--- src/rtl/merger_pkg.sv ---
// Shared types and helpers for the sort-tree merger node.
package merger_pkg;

  typedef enum logic [1:0] {
    FILL  = 2'd0,
    MERGE = 2'd1,
    FLUSH = 2'd2
  } merger_state_t;

  // Ceiling log2, used to size the merge network depth.
  function automatic int unsigned clog2(input int unsigned v);
    int unsigned r;
    r = 0;
    for (int unsigned i = 0; i < 32; i++) begin
      if ((64'(1) << i) < 64'(v)) r = i + 1;
    end
    return r;
  endfunction

endpackage

--- src/rtl/bitonic_merge_2p.sv ---
// Combinational bitonic merger: two ascending P-tuples in, one ascending 2P-tuple out.
module bitonic_merge_2p
  import merger_pkg::*;
#(
  parameter int unsigned W = 32,
  parameter int unsigned P = 4
) (
  input  logic [P*W-1:0]   a,
  input  logic [P*W-1:0]   b,
  output logic [2*P*W-1:0] y
);

  localparam int unsigned N      = 2 * P;
  localparam int unsigned STAGES = clog2(N);

  // a followed by reversed b forms a bitonic sequence; half-cleaners at distance P, P/2, ..., 1 sort it.
  function automatic logic [N*W-1:0] merge_net(input logic [P*W-1:0] lo_in,
                                               input logic [P*W-1:0] hi_in);
    logic [W-1:0] x [N];
    logic [W-1:0] t;
    logic [N*W-1:0] r;
    int d;
    for (int i = 0; i < int'(P); i++) begin
      x[i]              = lo_in[i*W +: W];
      x[int'(N) - 1 - i] = hi_in[i*W +: W];
    end
    for (int s = 0; s < int'(STAGES); s++) begin
      d = int'(P) >> s;
      for (int i = 0; i < int'(N); i++) begin
        if ((i & d) == 0) begin
          if (x[i] > x[i+d]) begin
            t      = x[i];
            x[i]   = x[i+d];
            x[i+d] = t;
          end
        end
      end
    end
    for (int i = 0; i < int'(N); i++) r[i*W +: W] = x[i];
    return r;
  endfunction

  always_comb y = merge_net(a, b);

endmodule

--- src/rtl/merger_p.sv ---
// Two-input streaming merger node: merges two sorted runs of P-element tuples into one.
module merger_p
  import merger_pkg::*;
#(
  parameter int unsigned W = 32,
  parameter int unsigned P = 4
) (
  input  logic           i_clk,
  input  logic           i_rst,
  input  logic [P*W-1:0] i_fifo_1,
  input  logic           i_fifo_1_last,
  input  logic           i_fifo_1_empty,
  input  logic [P*W-1:0] i_fifo_2,
  input  logic           i_fifo_2_last,
  input  logic           i_fifo_2_empty,
  input  logic           i_fifo_out_ready,
  output logic           o_fifo_1_read,
  output logic           o_fifo_2_read,
  output logic           o_out_fifo_write,
  output logic [P*W-1:0] o_data,
  output logic           o_last
);

  localparam int unsigned TW = P * W;

  merger_state_t st_q;
  logic [TW-1:0] h_q;
  logic          d1_q;
  logic          d2_q;

  logic          sel2_c;
  logic          avail_c;
  logic          fill_fire_c;
  logic          merge_fire_c;
  logic [TW-1:0] t_c;
  logic          t_last_c;
  logic [2*TW-1:0] merged_c;

  // Source selection: smaller element 0 wins, ties go to input 1; a finished stream is never chosen.
  always_comb begin
    sel2_c       = 1'b0;
    avail_c      = 1'b0;
    fill_fire_c  = 1'b0;
    merge_fire_c = 1'b0;
    sel2_c = d1_q | (~d2_q & (i_fifo_2[W-1:0] < i_fifo_1[W-1:0]));
    if (d1_q | d2_q) avail_c = sel2_c ? ~i_fifo_2_empty : ~i_fifo_1_empty;
    else             avail_c = ~i_fifo_1_empty & ~i_fifo_2_empty;
    fill_fire_c  = (st_q == FILL) & ~i_fifo_1_empty & ~i_fifo_2_empty;
    merge_fire_c = (st_q == MERGE) & ~(d1_q & d2_q) & avail_c & i_fifo_out_ready;
  end

  assign t_c      = sel2_c ? i_fifo_2 : i_fifo_1;
  assign t_last_c = sel2_c ? i_fifo_2_last : i_fifo_1_last;

  assign o_fifo_1_read = ~i_rst & (fill_fire_c | merge_fire_c) & ~sel2_c;
  assign o_fifo_2_read = ~i_rst & (fill_fire_c | merge_fire_c) &  sel2_c;

  bitonic_merge_2p #(.W(W), .P(P)) u_net (
    .a (h_q),
    .b (t_c),
    .y (merged_c)
  );

  // FSM, held upper half and output register.
  always_ff @(posedge i_clk or posedge i_rst) begin
    if (i_rst) begin
      st_q             <= FILL;
      h_q              <= '0;
      d1_q             <= 1'b0;
      d2_q             <= 1'b0;
      o_out_fifo_write <= 1'b0;
      o_data           <= '0;
      o_last           <= 1'b0;
    end else begin
      o_out_fifo_write <= 1'b0;
      case (st_q)
        FILL: begin
          if (fill_fire_c) begin
            h_q  <= t_c;
            d1_q <= ~sel2_c & t_last_c;
            d2_q <=  sel2_c & t_last_c;
            st_q <= MERGE;
          end
        end
        MERGE: begin
          if (d1_q & d2_q) begin
            st_q <= FLUSH;
          end else if (merge_fire_c) begin
            o_data           <= merged_c[TW-1:0];
            o_last           <= 1'b0;
            o_out_fifo_write <= 1'b1;
            h_q              <= merged_c[2*TW-1:TW];
            if (t_last_c & ~sel2_c) d1_q <= 1'b1;
            if (t_last_c &  sel2_c) d2_q <= 1'b1;
          end
        end
        FLUSH: begin
          if (i_fifo_out_ready) begin
            o_data           <= h_q;
            o_last           <= 1'b1;
            o_out_fifo_write <= 1'b1;
            h_q              <= '0;
            d1_q             <= 1'b0;
            d2_q             <= 1'b0;
            st_q             <= FILL;
          end
        end
        default: st_q <= FILL;
      endcase
    end
  end

endmodule

--- config.mk ---
export PLATFORM = sky130hd
export DESIGN_NAME = merger_p
export DESIGN_NICKNAME = d
export VERILOG_FILES = /design/src/rtl/merger_pkg.sv /design/src/rtl/bitonic_merge_2p.sv /design/src/rtl/merger_p.sv
export SDC_FILE = /design/constraint.sdc
export NUM_CORES = 2
export LEC_CHECK = 0
export CAP_MARGIN = 20
export CORE_ASPECT_RATIO = 0.7
export CORE_UTILIZATION = 35
export CTS_CLUSTER_DIAMETER = 200
export DETAILED_ROUTE_END_ITERATION = 10
export PLACE_DENSITY = 0.58
export SYNTH_ARGS = -nofsm -noshare
export SYNTH_HDL_FRONTEND = slang
export SYNTH_SLANG_ARGS = --single-unit
--- constraint.sdc ---
create_clock -name i_clk -period 16.6 [get_ports i_clk]
set_input_delay 4.15 -clock i_clk [delete_from_list [all_inputs] [get_ports i_clk]]
set_output_delay 4.15 -clock i_clk [all_outputs]
set_load 0.02 [all_outputs]
==> flow_metrics.tcl <==
set metrics [dict create \
    tns_ns 0 \
    synth_cells 4811 \
    wl_per_cell_um 28.1 \
    drt_wl_total_um 189000 \
    critPathMaxFanout 40 \
    gp_congestion 1.07 \
    max_cap_violations 0 \
    synthDistinctLibCells 83 \
    cp.arrival_ns 16.58 \
    cp_slowest_stage_delay_ns 0.62 \
    ios 395 \
    rsz0062_at_grt "false" \
    dp_hpwl_um 147000 \
    die_x_um 386 \
    fin_crit_ns 16.06 \
    post-route-period-util 0.968 \
    ys.flop_type "dfrtp_1" \
    grt_first_pass_wirelength_um 275000 \
    synth_area_um2 36200 \
    seq_area_frac_synth 0.181 \
    worstSetupEndpointType "register" \
    die_area_um2 105000 \
    finClkSkew_ns 0.0297 \
    ys_async_sr_fraction 1.00 \
    syn_to_final_growth_pct 26.8 \
    cts_buffers 35 \
    syn_nets 5484 \
    worstPathRequired_ns 17.12 \
    finish.utilization 0.449 \
    cts_tree "yes" \
    worst_path_most_repeated_cell "buf_12" \
    slew_viol_final 0 \
    grt_pass1_vias 40700 \
    min_path_type "register to register" \
    ys_ff_latch 262 \
    synth_edf_count 0 \
    num-nets-final 6013 \
    start_kind "input port" \
    htreeDepth 2 \
    multi_input_area_um2 27200 \
    finalSetupViolCount 0 \
    hold_viol 0 \
    start_util 0.354 \
    grt_max_degree 193 \
    place_area_um2 44600 \
    root_buffer "clkbuf_16" \
    fillers 10300 \
    dr.pass1.iters 7 \
    clockBufferDepth 3 \
    portBuffers 394 \
    die_h_um 271 \
    synth_warnings 0 \
    antenna_cells 0 \
    dp_cells 6652 \
    drive_gt1_frac 0.137 \
    route.detailed.drc 0 \
    max_freq_mhz 62.3 \
    clock_latency_ns 0.59 \
    slew_headroom 0.297 \
    gr-usage-all-layers 0.349 \
    final_area_um2 45900 \
    vias_per_cell 6.33 \
    grt_overflow 0 \
    cts_sinks 262 \
    cts.reportedPaths.clkPinSlew_ns 0.07 \
    status "finished clean" \
    path_class "input port to register" \
    tightest_slew_ns 1.05 \
    antenna_found_initial 3 \
    regArea_um2 6560 \
    core_um2 102000 \
    slowest_stage "or4_1" \
    rows 98 \
    stdcell_count 6716 \
    syn_avg_cell_area_um2 7.52 \
    ant_nets 0 \
    holdBufCountCts 0 \
    vias 42500 \
    drt_iter0_markers 4642 \
]
-- state kept, by name, summed over array words and instances, names as in the netlist --
name,cells
o_last,1
d1_q,1
d2_q,1
st_q,2
o_data,128
h_q,128
o_out_fifo_write,1
-- worst max-delay path, delay by kind of cell --
family | cells | cell delay, ns
AOI/OAI and AO/OA | 16 | 3.24
adders and majority gates | 4 | 1.30
buffers and inverters | 11 | 2.25
muxes | 2 | 0.48
and+or+nand+nor | 20 | 5.02
-- placed cells by master, fill, tap and decap left out, types with 51 or more instances in the layout --
master / n
mux2_2: 112
o21ai_0: 426
a21oi_1: 268
a21o_1: 141
a211oi_1: 68
a31oi_1: 64
o221ai_1: 223
clkdlybuf4s50_1: 394
ha_1: 409
nor3_1: 131
a22o_1: 63
dfrtp_1: 262
buf_4: 436
nor2_1: 337
nand2_1: 483
nand4_1: 79
nand3_1: 159
or4_1: 108
mux2i_1: 252
o32ai_1: 51
inv_1: 281
-- worst paths after layout --
kind	start	to	slack, ns	cells after the start
worst max-delay path	i_fifo_1[15]	h_q[40]$_DFFE_PP0P_	0.54	53
worst min-delay path	o_data[91]$_DFFE_PP0P_	o_data[91]$_DFFE_PP0P_	0.47	2
worst max register to register	d2_q$_DFFE_PP0P_	h_q[40]$_DFFE_PP0P_	4.75	47
worst min register to register	o_data[91]$_DFFE_PP0P_	o_data[91]$_DFFE_PP0P_	0.47	2
max in group asynchronous	i_rst	h_q[28]$_DFFE_PP0P_	10.34	5
min in group asynchronous	i_rst	o_data[105]$_DFFE_PP0P_	3.95	2
-- cell families after synthesis --
family / share of synthesized area
buf+inv: 0.0736
simple gates: 0.200
compound gates: 0.296
fa+ha+maj: 0.142
xor+xnor: 0.000484
flops: 0.181
mux: 0.107
-- layer usage --
metal / up-vias / part of all wire / track usage
met4: 2 / 0.063 / 0.185
met2: 2382 / 0.44 / 0.550
met3: 609 / 0.088 / 0.0646
li1: 19300 / - / -
met1: 20200 / 0.41 / 0.449
met5: - / 0.000069 / 0
-- cells in the mapped netlist (43+ instances only) --
master / n / area [um2]
mux2i_1: 252 / 2520
mux2_2: 112 / 1260
clkbuf_1: 301 / 1130
inv_1: 282 / 1060
nand3_1: 159 / 796
a211oi_1: 68 / 510
or4_1: 108 / 811
o221ai_1: 223 / 1950
a31oi_1: 64 / 400
a21oi_1: 269 / 1350
nor3_1: 139 / 696
ha_1: 410 / 5130
and3_1: 44 / 275
dfrtp_1: 262 / 6560
nor2_1: 342 / 1280
a21o_1: 141 / 1060
o21ai_0: 427 / 2140
a22o_1: 63 / 552
o211ai_1: 44 / 330
o32ai_1: 51 / 447
nand4_1: 79 / 494
nand2_1: 487 / 1830
and2_1: 43 / 269
o21a_1: 46 / 345
-- per-stage QoR --
step	hold WS (ns)	worst slack (ns)
after floorplan	0.512	1.14
after CTS	0.485	0.697
after global placement	0.466	0.178
final	0.474	0.538
after detailed placement	0.472	0.108
after global routing	0.503	0.0305
-- timing repair --
| action | CTS | global route |
|---|---|---|
| setup endpoints to repair | 0 | 51 |
| buffers inserted | 0 | 1 |
| hold endpoints to repair | 0 | 0 |
| gates resized for setup | 0 | 6 |
-- cell type report --
| cell class | count | share of cell area |
|---|---|---|
| Clock buffer | 51 | 0.0233 |
| Sequential cell | 262 | 0.143 |
| Tap cell | 1350 | 0.0368 |
| Timing Repair Buffer | 873 | 0.176 |
| Inverter | 283 | 0.0234 |
| Multi-Input combinational cell | 3885 | 0.593 |
| Clock inverter | 12 | 0.00474 |
Power is left out: the tool's default activity adds up to more than one toggle a clock period on the data nets, which glitch-free logic cannot reach.
==> RTL change, RTL diff (config.mk and constraints unchanged) <==
`W` is set to 32 in 2 places; all go to 16.
--- a/src/rtl/bitonic_merge_2p.sv
+++ b/src/rtl/bitonic_merge_2p.sv
@@ -2,7 +2,7 @@
 module bitonic_merge_2p
   import merger_pkg::*;
 #(
-  parameter int unsigned W = 32,
+  parameter int unsigned W = 16,
   parameter int unsigned P = 4
 ) (
   input  logic [P*W-1:0]   a,
--- a/src/rtl/merger_p.sv
+++ b/src/rtl/merger_p.sv
@@ -2,7 +2,7 @@
 module merger_p
   import merger_pkg::*;
 #(
-  parameter int unsigned W = 32,
+  parameter int unsigned W = 16,
   parameter int unsigned P = 4
 ) (
   input  logic           i_clk,
Ports: changed (resized i_fifo_1, i_fifo_2 and o_data); port bits go from 395 to 203. No check against the original RTL was run, so the function may have changed too.
==> RTL change against the unedited design <==
The run now ends with design-rule violations left; worst setup slack better by 0.94 ns; wire length decreased by 60%; count of clock-buffer cells in the layout shrank 32; non-clock buffer count down 551; hold slack better by 0.020 ns; sequential cell count decreased by 128; cell area shrank 55%; utilization shrank 0.78 points; synthesized area shrank 54%; critical endpoint is now o_data[12].
Power is left out: the tool's default activity adds up to more than one toggle a clock period on the data nets, which glitch-free logic cannot reach.
==> RTL change: results (changes against the unedited design) <==
- Origin of the worst min-delay path: o_last
- Worst setup path start: i_fifo_1[15]
- Number of design-rule violations left by the first detailed-router iteration: 2519 (-46%)
- Registers with the highest flip-flop counts: h_q (64), o_data (64), st_q (2)
- Clock Latency Late Sink: 0.47 ns (-0.12 ns)
- Pin slew with the least headroom to its limit: 1.11 ns (+0.0555 ns)
- Number of warnings reported in the yosys synthesis log: 0 (unchanged)
- Total Negative Setup Slacks: 0 ns (unchanged)
- Layout cells sized above 1: 15.0% (+1.4 points)
- Clock root cell: sky130_fd_sc_hd__clkbuf_16
- Count of filler cells inserted in the layout: 4577 (-56%)
- Cell type of the slowest stage on the worst timing path: sky130_fd_sc_hd__a21oi_4
- Synth Flop Type: sky130_fd_sc_hd__dfrtp_1
- Top post-synthesis cells by area: sky130_fd_sc_hd__dfrtp_1, sky130_fd_sc_hd__ha_1, sky130_fd_sc_hd__mux2i_1
- Sequential cell area fraction in the yosys report: 20.4% (+2.2 points)
- Number of global-route vias before repair: 17041 (-58%)
- Violated checks: design-rule violations
- Avg Vias per Cell: 6.37 (+0.60%)
- Drt wl/cell: 27.1 um (-3.6%)
- Post_cts resized: 0 (unchanged)
- Worst path arrival time: 15.46 ns (-1.12 ns)
- Leading cell types by count after synthesis: sky130_fd_sc_hd__ha_1, sky130_fd_sc_hd__a21oi_1, sky130_fd_sc_hd__nor2_1
- Net count reported at finish: 2499 (-58%)
- Number of H-tree levels: 4 (+2)
- Clock skew: 0.0134 ns (-0.0163 ns)
- Port Buffer Count: 202 (-49%)
- Buffers inserted by post-CTS timing repair: 0 (unchanged)
- Slowest Stage Delay on Critical Path: 0.67 ns (+0.05 ns)
- Buffer levels on the longest clock path: 2 (-1)
- Weighted congestion reported at the end of routability-driven placement: 0.971 (-9.4%)
- Combined global-route utilization of all metal layers: 30.8% (-4.1 points)
- Largest fanout on the critical path: 51 (+28%)
- Antenna violations before repair: 1 (-2)
- DRC violations left: 18 (+18)
- Wire length of the first global-routing pass: 110000 um (-60%)
- Share of flip-flops with an asynchronous set or reset: 100% (unchanged)
- Synthesized netlist net count: 2288 (-58%)
- R2r startpoint: d2_q
- Count of different cell masters after synthesis: 71 (-14%)
- Type of the most critical hold path: reg -> reg
- HPWL after DPL: 58300 um (-60%)
- Inserted Clock Buffers: 17 (-51%)
- Largest net degree at the start of global routing: 74 (-62%)
- Outcome: finished, violations left
- Ant. Diodes: 0 (unchanged)
- Register clock-pin slew on the reported worst setup and hold paths: 0.07 ns (about the same)
- Total iterations of the first detailed-routing run: 11 (+4)
[RTL change: cell count changes in the layout (fill, tap and decap cells not counted), moves of 192 or more]
cell,delta
sky130_fd_sc_hd__nand2_1,-395
sky130_fd_sc_hd__ha_1,-207
sky130_fd_sc_hd__o221ai_1,-222
sky130_fd_sc_hd__buf_4,-334
sky130_fd_sc_hd__o21ai_0,-344
sky130_fd_sc_hd__clkdlybuf4s50_1,-192
[RTL change: worst max-delay path, delay by kind of cell]
kind | cells | cell delay [ns]
AO/OA/AOI/OAI | 21 | 5.13
buffers and inverters | 8 | 2.10
AND/OR/NAND/NOR | 8 | 1.64
adder cells (fa/ha/maj) | 4 | 1.18
multiplexers | 3 | 1.14
[RTL change: layer usage]
layer	routed length, um	vias up	GRT usage (%)
li1	-	7861	-
met1	33100	8497	44.0
met2	31200	1210	45.0
met3	9100	165	7.90
met4	2080	0	9.56
met5	0	-	0
[RTL change: cell families after synthesis]
group / count (synthesis) / share of synthesized area [%]
buffers and inverters: 286 / 7.19
multiplexers: 242 / 16.0
XOR/XNOR: 9 / 0.479
flip-flops: 134 / 20.4
AND/OR/NAND/NOR: 406 / 11.4
AO/OA/AOI/OAI: 668 / 29.0
adder cells (fa/ha/maj): 205 / 15.6
[RTL change: area by class of cell]
type / count / area [sq um] / area share, %
clock buffers: 19 / 443 / 2.16
clock inverters: 13 / 149 / 0.728
inverters: 156 / 591 / 2.89
multi-input cells: 1530 / 12000 / 58.6
flip-flops and latches: 134 / 3350 / 16.4
well taps: 612 / 766 / 3.74
repair buffers: 322 / 3160 / 15.5
[RTL change: metrics by stage]
stage | util, % | instances | setup slack [ns] | hold slack (ns) | instance area (sq um)
finish | 44.1 | 2786 | 1.48 | 0.494 | 20500
detailed placement | 42.7 | 2752 | 1.27 | 0.468 | 19800
CTS | 44.0 | 2784 | 1.75 | 0.499 | 20400
global route | 44.1 | 2786 | 1.03 | 0.540 | 20500
floorplan | - | 1950 | 3.04 | 0.512 | 16500
global placement | 42.7 | 2752 | 1.60 | 0.478 | 19800
[RTL change: worst paths after layout]
| check | endpoint | slack, ns | cells past startpoint |
|---|---|---|---|
| min in group asynchronous | o_out_fifo_write | 4.17 | 2 |
| max | o_data[12] | 1.48 | 44 |
| min reg2reg | o_last | 0.49 | 2 |
| max in group asynchronous | h_q[30] | 11.31 | 4 |
| min | o_last | 0.49 | 2 |
| max reg2reg | o_data[12] | 6.09 | 41 |
